<file path="src/rtl/counter_ctrl_pkg.sv">
// counter_ctrl_pkg
//   Shared definitions for the counter step scheduler:
//   - cmd_op encodings driven towards the counter datapath
//   - FSM state encoding of the scheduler
//   - repeat timer width
package counter_ctrl_pkg;

    localparam logic [1:0] OP_NONE = 2'b00;
    localparam logic [1:0] OP_UP   = 2'b01;
    localparam logic [1:0] OP_DOWN = 2'b10;
    localparam logic [1:0] OP_LOAD = 2'b11;

    typedef enum logic [1:0] {
        ST_IDLE   = 2'b00,
        ST_ISSUE  = 2'b01,
        ST_DELAY  = 2'b10,
        ST_REPEAT = 2'b11
    } state_t;

    localparam int unsigned TIMER_W = 32;

endpackage

</file>
<file path="src/rtl/repeat_timer.sv">
// repeat_timer
//   Loadable down-counter that saturates at zero.
//   clk      : clock, rising edge
//   reset    : asynchronous, active-low
//   load     : load load_val this cycle (takes priority over enable)
//   load_val : reload value
//   enable   : decrement by one when non-zero
//   zero     : count is currently zero
module repeat_timer
    import counter_ctrl_pkg::*;
#(
    parameter int unsigned WIDTH = TIMER_W
) (
    input  logic             clk,
    input  logic             reset,
    input  logic             load,
    input  logic [WIDTH-1:0] load_val,
    input  logic             enable,
    output logic             zero
);

    logic [WIDTH-1:0] count;

    always_ff @(posedge clk or negedge reset) begin
        if (!reset) begin
            count <= '0;
        end else if (load) begin
            count <= load_val;
        end else if (enable && (count != '0)) begin
            count <= count - 1'b1;
        end
    end

    assign zero = (count == '0);

endmodule

</file>
<file path="src/rtl/counter_step_scheduler.sv">
// counter_step_scheduler
//   Turns held inc/dec buttons into UP/DOWN step commands with an initial
//   repeat delay and a faster auto-repeat period, and forwards load requests
//   as LOAD commands. Commands use a valid/ready handshake.
//   clk       : clock, rising edge
//   reset     : asynchronous, active-low
//   inc, dec  : debounced button levels
//   load_req  : single-cycle pulse, latches load_val and marks a load pending
//   load_val  : value to load
//   cmd_valid : command valid (only while issuing)
//   cmd_op    : NONE / UP / DOWN / LOAD
//   cmd_data  : load value for LOAD, zero otherwise
//   cmd_ready : counter accepts the command this cycle
//   busy      : scheduler is not idle
module counter_step_scheduler
    import counter_ctrl_pkg::*;
#(
    parameter int unsigned REPEAT_DELAY  = 50000000,
    parameter int unsigned REPEAT_PERIOD = 10000000
) (
    input  logic       clk,
    input  logic       reset,
    input  logic       inc,
    input  logic       dec,
    input  logic       load_req,
    input  logic [7:0] load_val,
    output logic       cmd_valid,
    output logic [1:0] cmd_op,
    output logic [7:0] cmd_data,
    input  logic       cmd_ready,
    output logic       busy
);

    localparam logic [TIMER_W-1:0] DELAY_RELOAD  = TIMER_W'(REPEAT_DELAY - 1);
    localparam logic [TIMER_W-1:0] PERIOD_RELOAD = TIMER_W'(REPEAT_PERIOD - 1);

    state_t             state;
    logic               load_pend;
    logic [7:0]         load_latch;
    logic               first;
    logic               dir_up;
    logic               armed;

    logic               timer_load;
    logic               timer_en;
    logic               timer_zero;
    logic [TIMER_W-1:0] timer_val;
    logic               abort;
    logic               load_accept;

    always_comb begin
        load_accept = (state == ST_ISSUE) && cmd_ready && (cmd_op == OP_LOAD);
        timer_load  = (state == ST_ISSUE) && cmd_ready && (cmd_op != OP_LOAD);
        timer_val   = first ? DELAY_RELOAD : PERIOD_RELOAD;
        timer_en    = (state == ST_DELAY) || (state == ST_REPEAT);
        // Both-held must be tested on its own: with the latched button still
        // pressed the release term alone would not fire.
        abort       = (dir_up ? !inc : !dec) || (inc && dec) || load_pend;
    end

    repeat_timer #(
        .WIDTH (TIMER_W)
    ) u_timer (
        .clk      (clk),
        .reset    (reset),
        .load     (timer_load),
        .load_val (timer_val),
        .enable   (timer_en),
        .zero     (timer_zero)
    );

    // A fresh pulse wins over the clear so a load arriving while the previous
    // LOAD is being accepted is not lost.
    always_ff @(posedge clk or negedge reset) begin
        if (!reset) begin
            load_pend  <= 1'b0;
            load_latch <= '0;
        end else if (load_req) begin
            load_pend  <= 1'b1;
            load_latch <= load_val;
        end else if (load_accept) begin
            load_pend  <= 1'b0;
        end
    end

    // armed holds off IDLE decisions for the first edge after reset release.
    always_ff @(posedge clk or negedge reset) begin
        if (!reset) begin
            state     <= ST_IDLE;
            first     <= 1'b0;
            dir_up    <= 1'b0;
            armed     <= 1'b0;
            cmd_valid <= 1'b0;
            cmd_op    <= OP_NONE;
            cmd_data  <= '0;
            busy      <= 1'b0;
        end else begin
            armed <= 1'b1;
            case (state)
                ST_IDLE: begin
                    if (armed) begin
                        if (load_pend) begin
                            state     <= ST_ISSUE;
                            cmd_valid <= 1'b1;
                            cmd_op    <= OP_LOAD;
                            cmd_data  <= load_latch;
                            busy      <= 1'b1;
                        end else if (inc ^ dec) begin
                            state     <= ST_ISSUE;
                            cmd_valid <= 1'b1;
                            cmd_op    <= inc ? OP_UP : OP_DOWN;
                            cmd_data  <= '0;
                            dir_up    <= inc;
                            first     <= 1'b1;
                            busy      <= 1'b1;
                        end
                    end
                end
                ST_ISSUE: begin
                    if (cmd_ready) begin
                        cmd_valid <= 1'b0;
                        cmd_op    <= OP_NONE;
                        cmd_data  <= '0;
                        if (cmd_op == OP_LOAD) begin
                            state <= ST_IDLE;
                            busy  <= 1'b0;
                        end else begin
                            state <= first ? ST_DELAY : ST_REPEAT;
                        end
                    end
                end
                ST_DELAY, ST_REPEAT: begin
                    if (abort) begin
                        state <= ST_IDLE;
                        busy  <= 1'b0;
                    end else if (timer_zero) begin
                        state     <= ST_ISSUE;
                        cmd_valid <= 1'b1;
                        cmd_op    <= dir_up ? OP_UP : OP_DOWN;
                        cmd_data  <= '0;
                        first     <= 1'b0;
                    end
                end
                default: begin
                    state <= ST_IDLE;
                    busy  <= 1'b0;
                end
            endcase
        end
    end

endmodule

</file>
<file path="config.mk">
export PLATFORM = sky130hd
export DESIGN_NAME = counter_step_scheduler
export DESIGN_NICKNAME = d
export VERILOG_FILES = /design/src/rtl/counter_ctrl_pkg.sv /design/src/rtl/repeat_timer.sv /design/src/rtl/counter_step_scheduler.sv
export SDC_FILE = /design/constraint.sdc
export NUM_CORES = 1
export LEC_CHECK = 0
export BUFFER_PORTS_ARGS = -buffer_cell sky130_fd_sc_hd__buf_2
export CAP_MARGIN = 5
export CORE_MARGIN = 2
export CORE_UTILIZATION = 54
export DETAILED_ROUTE_END_ITERATION = 8
export PLACE_DENSITY_LB_ADDON = 0.15
export SLEW_MARGIN = 20
export SYNTH_ARGS = -nofsm -noshare
export SYNTH_HDL_FRONTEND = slang
export SYNTH_SLANG_ARGS = --single-unit
</file>
<file path="constraint.sdc">
create_clock -name clk -period 2.3 [get_ports clk]
set_input_delay 0.345 -clock clk [delete_from_list [all_inputs] [get_ports clk]]
set_output_delay 0.345 -clock clk [all_outputs]
set_load 0.005 [all_outputs]
</file>
# ---- After elaboration in Yosys (flattened, before gate mapping)
# Index checks and enable logic that the tools add are counted.
dict set report op_classes {
  add_sub_neg 1
  mul 0
  div_mod_pow 0
  magnitude_cmp 0
  n_eq_ne 15
  n_shift 0
  mux 47
  n_bitwise 2
  n_reduce_logical 22
}
# cell count
set ops {}
lappend ops {{$mux 32} 2}
lappend ops {{$mux 8} 6}
lappend ops {{$logic_not 32->1} 1}
lappend ops {{$reduce_bool 32->1} 1}
lappend ops {{$sub 32x1->32 const B} 1}
lappend ops {{$mux 2} 15}
lappend ops {{$mux 26} 1}
lappend ops {{$pmux 8 s3} 1}
lappend ops {{$mux 1} 17}
lappend ops {{$ne 2x2->1 const B} 8}
lappend ops {{$pmux 2 s3} 2}
lappend ops {{$reduce_and 5->1} 2}
lappend ops {{$reduce_and 4->1} 2}
lappend ops {{$eq 2x2->1 const B} 3}
lappend ops {{$ne 3x3->1 const B} 2}
lappend ops {{$pmux 1 s3} 2}
lappend ops {{$reduce_and 6->1} 1}
lappend ops {{$reduce_bool 2->1} 3}
lappend ops {{$logic_and 1x1->1} 5}
lappend ops {{$logic_or 1x1->1} 3}
lappend ops {{$eq 2x1->1 const B} 1}
lappend ops {{$logic_not 1->1} 2}
lappend ops {{$logic_not 2->1} 1}
lappend ops {{$ne 2x1->1 const B} 1}
lappend ops {{4 further kinds} 4}
dict set report totals {
  regBits 58
  latchBits 0
  mem_bits_rw 0
  romBits 0
  input_bits 14
  output_inout_bits 12
  elab_cells 98
  mem_count 0
}

# ---- Logic depth before layout (Yosys ltp)
dict set report logic_depth {
  ltp_word 6
  depth_mapped 8
  mapped_depth_nobuf 7
}

# ---- Modules after synthesis
# From an unflattened synthesis, not the netlist that was laid out.
dict set report hier_totals {
  hier_cells 329
  area_unflattened_um2 3243.1
}
# mod instances cells_per_inst area_each_um2 seq_area_each_um2
set modules_own_cells {}
lappend modules_own_cells {repeat_timer 1 236 2094.5 800.8}
lappend modules_own_cells {counter_step_scheduler 1 93 1148.6 650.6}

# ---- Worst setup path before layout
# No wires, ideal clock.
dict set report synth_path {
  kind {reg2reg}
  start {register u_timer.count[0]}
  end {register u_timer.count[15]}
  arrival_time_ps 2066
  required_ps 2168
  slack_ps 103
  path_stages_with_launch 8
  period_less_slack_ps 2197
  cell_sequence {dfrtp_1 -> inv_1 -> ha_1 -> or4b_1 -> clkbuf_2 -> o41ai_2 -> nor3_1 -> or3b_1}
}
dict set report synth_via {
  elab_chain_cells 3
}
# element line_no
set synth_rtl {}
lappend synth_rtl {{start: declaration} repeat_timer.sv:22} ;# logic [WIDTH-1:0] count;
lappend synth_rtl {{start signal: assignment} repeat_timer.sv:28} ;# count <= load_val;
lappend synth_rtl {{start signal: assignment} repeat_timer.sv:30} ;# count <= count - 1'b1;
lappend synth_rtl {{$sub 32x1->32 or $reduce_bool 32->1 (tied branches)} {repeat_timer.sv:30, repeat_timer.sv:29}}
lappend synth_rtl {{$mux 32 or $logic_and 1x1->1 (tied branches)} repeat_timer.sv:29} ;# end else if (enable && (count != '0)) begin
lappend synth_rtl {{$mux 32 or $reduce_bool 2->1 (tied branches)} --}
# Several ways; a longest one is shown, not always the timed one. The select of a mux whose other input is x is not followed.
# A chain may end at the register's enable or synchronous reset.

# ---- Worst setup path in the final report
dict set report layout_path {
  start {register u_timer.count[5]}
  end {register u_timer.count[25]}
}
# The elaborated chain is that of the path after synthesis.

==> metrics.yaml <==
sta:
  period_share_pct: 95.9
  worst_pin_slew_ns: 0.632
  min_period_ns: 2.21
  slew_headroom_pct: 57.8
  fmax_mhz: 453
  rsz0062_at_grt: "no"
  setup_violations: 0
  setup_ws_ns: 0.0936
  slew_violations: 0
  finalHoldViolCount: 0
  hold_ws_ns: 0.0321
  setup-tns-final_ns: 0
  finalClockSkew_ns: 0.0127
clock_network:
  numCtsBuffers: 9
  cts_sinks: 58
  cts_buffer_depth: 2
  clk_pin_slew_worst_paths_ns: 0.07
  root_buffer: "clkbuf_8"
  hold_buffers: 0
  clk_latency_ns: 0.33
  cts_tree: "done"
  htree_levels: 3
route:
  vias: 2546
  firstDrtPassIters: 5
  totalWireLength_mm: 7.00
  post_drt_wl_per_cell_um: 16.4
  routed_via_density: 5.98
  drt-initial-drc-count: 221
  ant_nets: 0
  drcViolationCount: 0
cells_and_area:
  drive_gt1_share_pct: 28.5
  final_nets: 365
  fin_cells: 426
  syn2layout_area_growth_pct: 22.2
  nFillCells: 442
  diodes: 0
  final_area_mm2: 0.00374
pwr:
  power-per-cell-area_mw_per_mm2: 1070
  p_seq_share_pct: 38.8
  p_clk_share_pct: 31.8
  swShare_pct: 33.3
  cellLeakagePower_nw: 1.55
  switchingPower_w: 0.00133
  p_int_w: 0.00266
  combPwrFrac_pct: 29.4
  ir_worst_vdd_mv: 0.713
outcome:
  status: "finished clean"
logic_synthesis:
  ys_seq_area_share_pct: 47.4
  synthCells: 302
  netlist_area_mm2: 0.00306
  synthFlopType: "dfrtp_1"
  synth_area_per_cell_um2: 10.1
  yosys_warnings: 0
  synth_edf_count: 0
  synth_fp_nets: 318
  yosysUniqueCellTypes: 61
  ys_async_sr_fraction_pct: 100
  synth-seq-cells: 58
worst_setup_path:
  crit_slowest_cell: "or4_1"
  reg2reg_to: "u_timer.count[25]$_DFFE_PN0P_"
  reg2reg_slack_ns: 0.09
  critPathMaxStageDelay_ns: 0.51
  rr_startpoint: "u_timer.count[5]$_DFFE_PN0P_"
  arrival_ns: 2.47
  cp-end-kind: "register"
  cp_max_fo: 10
  critPathKind: "register to register"
  cp.required_ns: 2.56
  start_kind: "register"
  crit_family: "simple AND/OR/NAND/NOR gates"
  path_buf_inv: 1
  ff2ff_path_depth: 6
  crit_chain: "nor4_4, buf_4, nand4_4, or2_1, or4_1, a31oi_1"
global_route:
  grt_overflow_total: 0
  grt_pass1_wl_mm: 11.7
  grt_pass1_vias: 2455
  grt_usage_pct: 24.2
  grt_max_degree: 33
  antenna_found_initial: 0
floorplanning:
  rows: 27
  die_height_um: 79.3
  dieArea_mm2: 0.00628
  fp.coreArea_mm2: 0.00547
  io_pins: 26
  dieWidth_um: 79.3
  initial_utilization_pct: 55.9
placement:
  port_buffers: 25
  dp_cells: 408
  dpl-instance-area_mm2: 0.00339
  gp_congestion: 0.840
  dp_slack_ns: -0.0179
  hpwl_mm: 4.78
worst_hold_path:
  hp-class: "primary input to async pin"
job:
  max_cap_viol_count: 0
==> through the flow <==
stage	utilization, %	power [W]
global placement	62.0	0.00263
floorplan	-	0.00222
CTS	67.0	0.00396
detailed placement	62.0	0.00268
finish	68.3	0.00398
global route	68.3	0.00421
==> how the worst max path moves through the flow <==
stage	cells after the start	slack, ns	endpoint	startpoint
after global routing	6	0.005	cmd_data[7]$_DFFE_PN0P_	u_timer.count[8]$_DFFE_PN0P_
after floorplan	7	0.10	u_timer.count[15]$_DFFE_PN0P_	u_timer.count[0]$_DFFE_PN0P_
after detailed placement	7	-0.02	u_timer.count[2]$_DFFE_PN0P_	u_timer.count[0]$_DFFE_PN0P_
after CTS	9	0.03	u_timer.count[0]$_DFFE_PN0P_	u_timer.count[0]$_DFFE_PN0P_
after global placement	7	0.09	u_timer.count[2]$_DFFE_PN0P_	u_timer.count[0]$_DFFE_PN0P_
final	6	0.09	u_timer.count[25]$_DFFE_PN0P_	u_timer.count[5]$_DFFE_PN0P_
==> power by group through the flow <==
stage          Combinational (W)  Clock [W]  Sequential (W)
2_1_floorplan           0.000754          0         0.00146
5_1_grt                  0.00131    0.00132         0.00158
6_report                 0.00117    0.00126         0.00155
3_5_place_dp             0.00114          0         0.00153
4_1_cts                  0.00115    0.00128         0.00153
3_3_place_gp             0.00110          0         0.00153
==> flip-flops by register name, indices dropped and copies added, names as in the netlist <==
signal	cells
state	2
cmd_valid	1
load_latch	8
u_timer.count	32
cmd_data	8
dir_up	1
busy	1
load_pend	1
first	1
armed	1
cmd_op	2
==> worst reg2reg max path, stage by stage (launching register included) <==
cell and delay [ns]:
dfrtp_2 0.47, nor4_4 0.27, buf_4 0.18, nand4_4 0.14
or2_1 0.40, or4_1 0.51, a31oi_1 0.17
==> metal layers <==
layer	part of all wire [%]	routed length (um)	vias up	GRT usage [%]
met4	1.5	106	0	8.97
met1	45	3160	1233	32.0
met2	49	3420	85	38.6
met3	4.4	309	15	6.02
met5	0	0	-	0
li1	-	-	1213	-
==> kinds of logic (layout without fill, tap and decap cells) <==
family / after synthesis / after routing / synth area share [%]
compound gates: 63 / 63 / 14.4
xor+xnor: 6 / 6 / 1.72
fa+ha+maj: 2 / 2 / 0.818
buf+inv: 31 / 83 / 4.34
flops: 58 / 58 / 47.4
mux: 25 / 25 / 8.59
other cells: 1 / 1 / 0.123
simple gates: 116 / 116 / 22.6
==> cell usage in the layout, fill, tap and decap left out, drive strengths merged, types with 2 or more instances in the layout <==
master,instances
o211ai,5
nor3,13
nand4,6
or4b,2
o21ai,8
a21oi,12
o22ai,2
o41ai,4
and3,2
dfrtp,58
or4,11
bufinv,4
or2,2
and4,2
nor4b,2
ha,2
o31ai,11
xnor2,5
nand4b,2
a31oi,7
nand3,7
or3,4
nor2,15
mux2,10
inv,17
a211oi,4
nand2b,4
buf,50
nor4,7
mux2i,15
nand2,33
clkbuf,11
==> cell usage after synthesis, types with 2 or more instances <==
library cell   n  area share [%]
a211oi_1       4            0.98
a21oi_1       12             2.0
a31oi_1        7             1.4
and3_1         2            0.41
and4_1         2            0.57
buf_2          3            0.49
clkbuf_1       8            0.98
dfrtp_1       58              47
ha_1           2            0.82
inv_1         17             2.1
mux2_2        10             3.7
mux2i_1       15             4.9
nand2_1       33             4.0
nand2b_1       4            0.82
nand3_1        7             1.1
nand4_1        5             1.0
nand4b_1       2            0.57
nor2_1        15             1.8
nor3_1        11             1.8
nor3_2         2            0.65
nor4_1         4            0.82
nor4_2         2            0.82
o211ai_1       5             1.2
o21ai_0        7             1.1
o22ai_1        2            0.41
o31ai_1       10             2.5
o41ai_1        3            0.86
or3_1          4            0.82
or4_1          9             2.2
or4_2          2            0.57
xnor2_1        5             1.4
==> layout make-up <==
type,count,area (um^2),area share [%]
Clock buffer,11,141,3.78
Clock inverter,5,125,3.35
Inverter,17,63.8,1.71
Multi-Input combinational cell,213,1540,41.2
Sequential cell,58,1450,38.9
Tap cell,72,90.1,2.41
Timing Repair Buffer,50,325,8.70
==> repair_timing <==
action | in CTS | in global routing
hold endpoints to repair | 0 | 0
pin swaps | 0 | 2
endpoints found under the setup margin | 2 | 24
setup buffers | 0 | 2
resized for setup | 2 | 12
cloned | 0 | 0
Note: power is estimated with default switching activity, not from simulation.
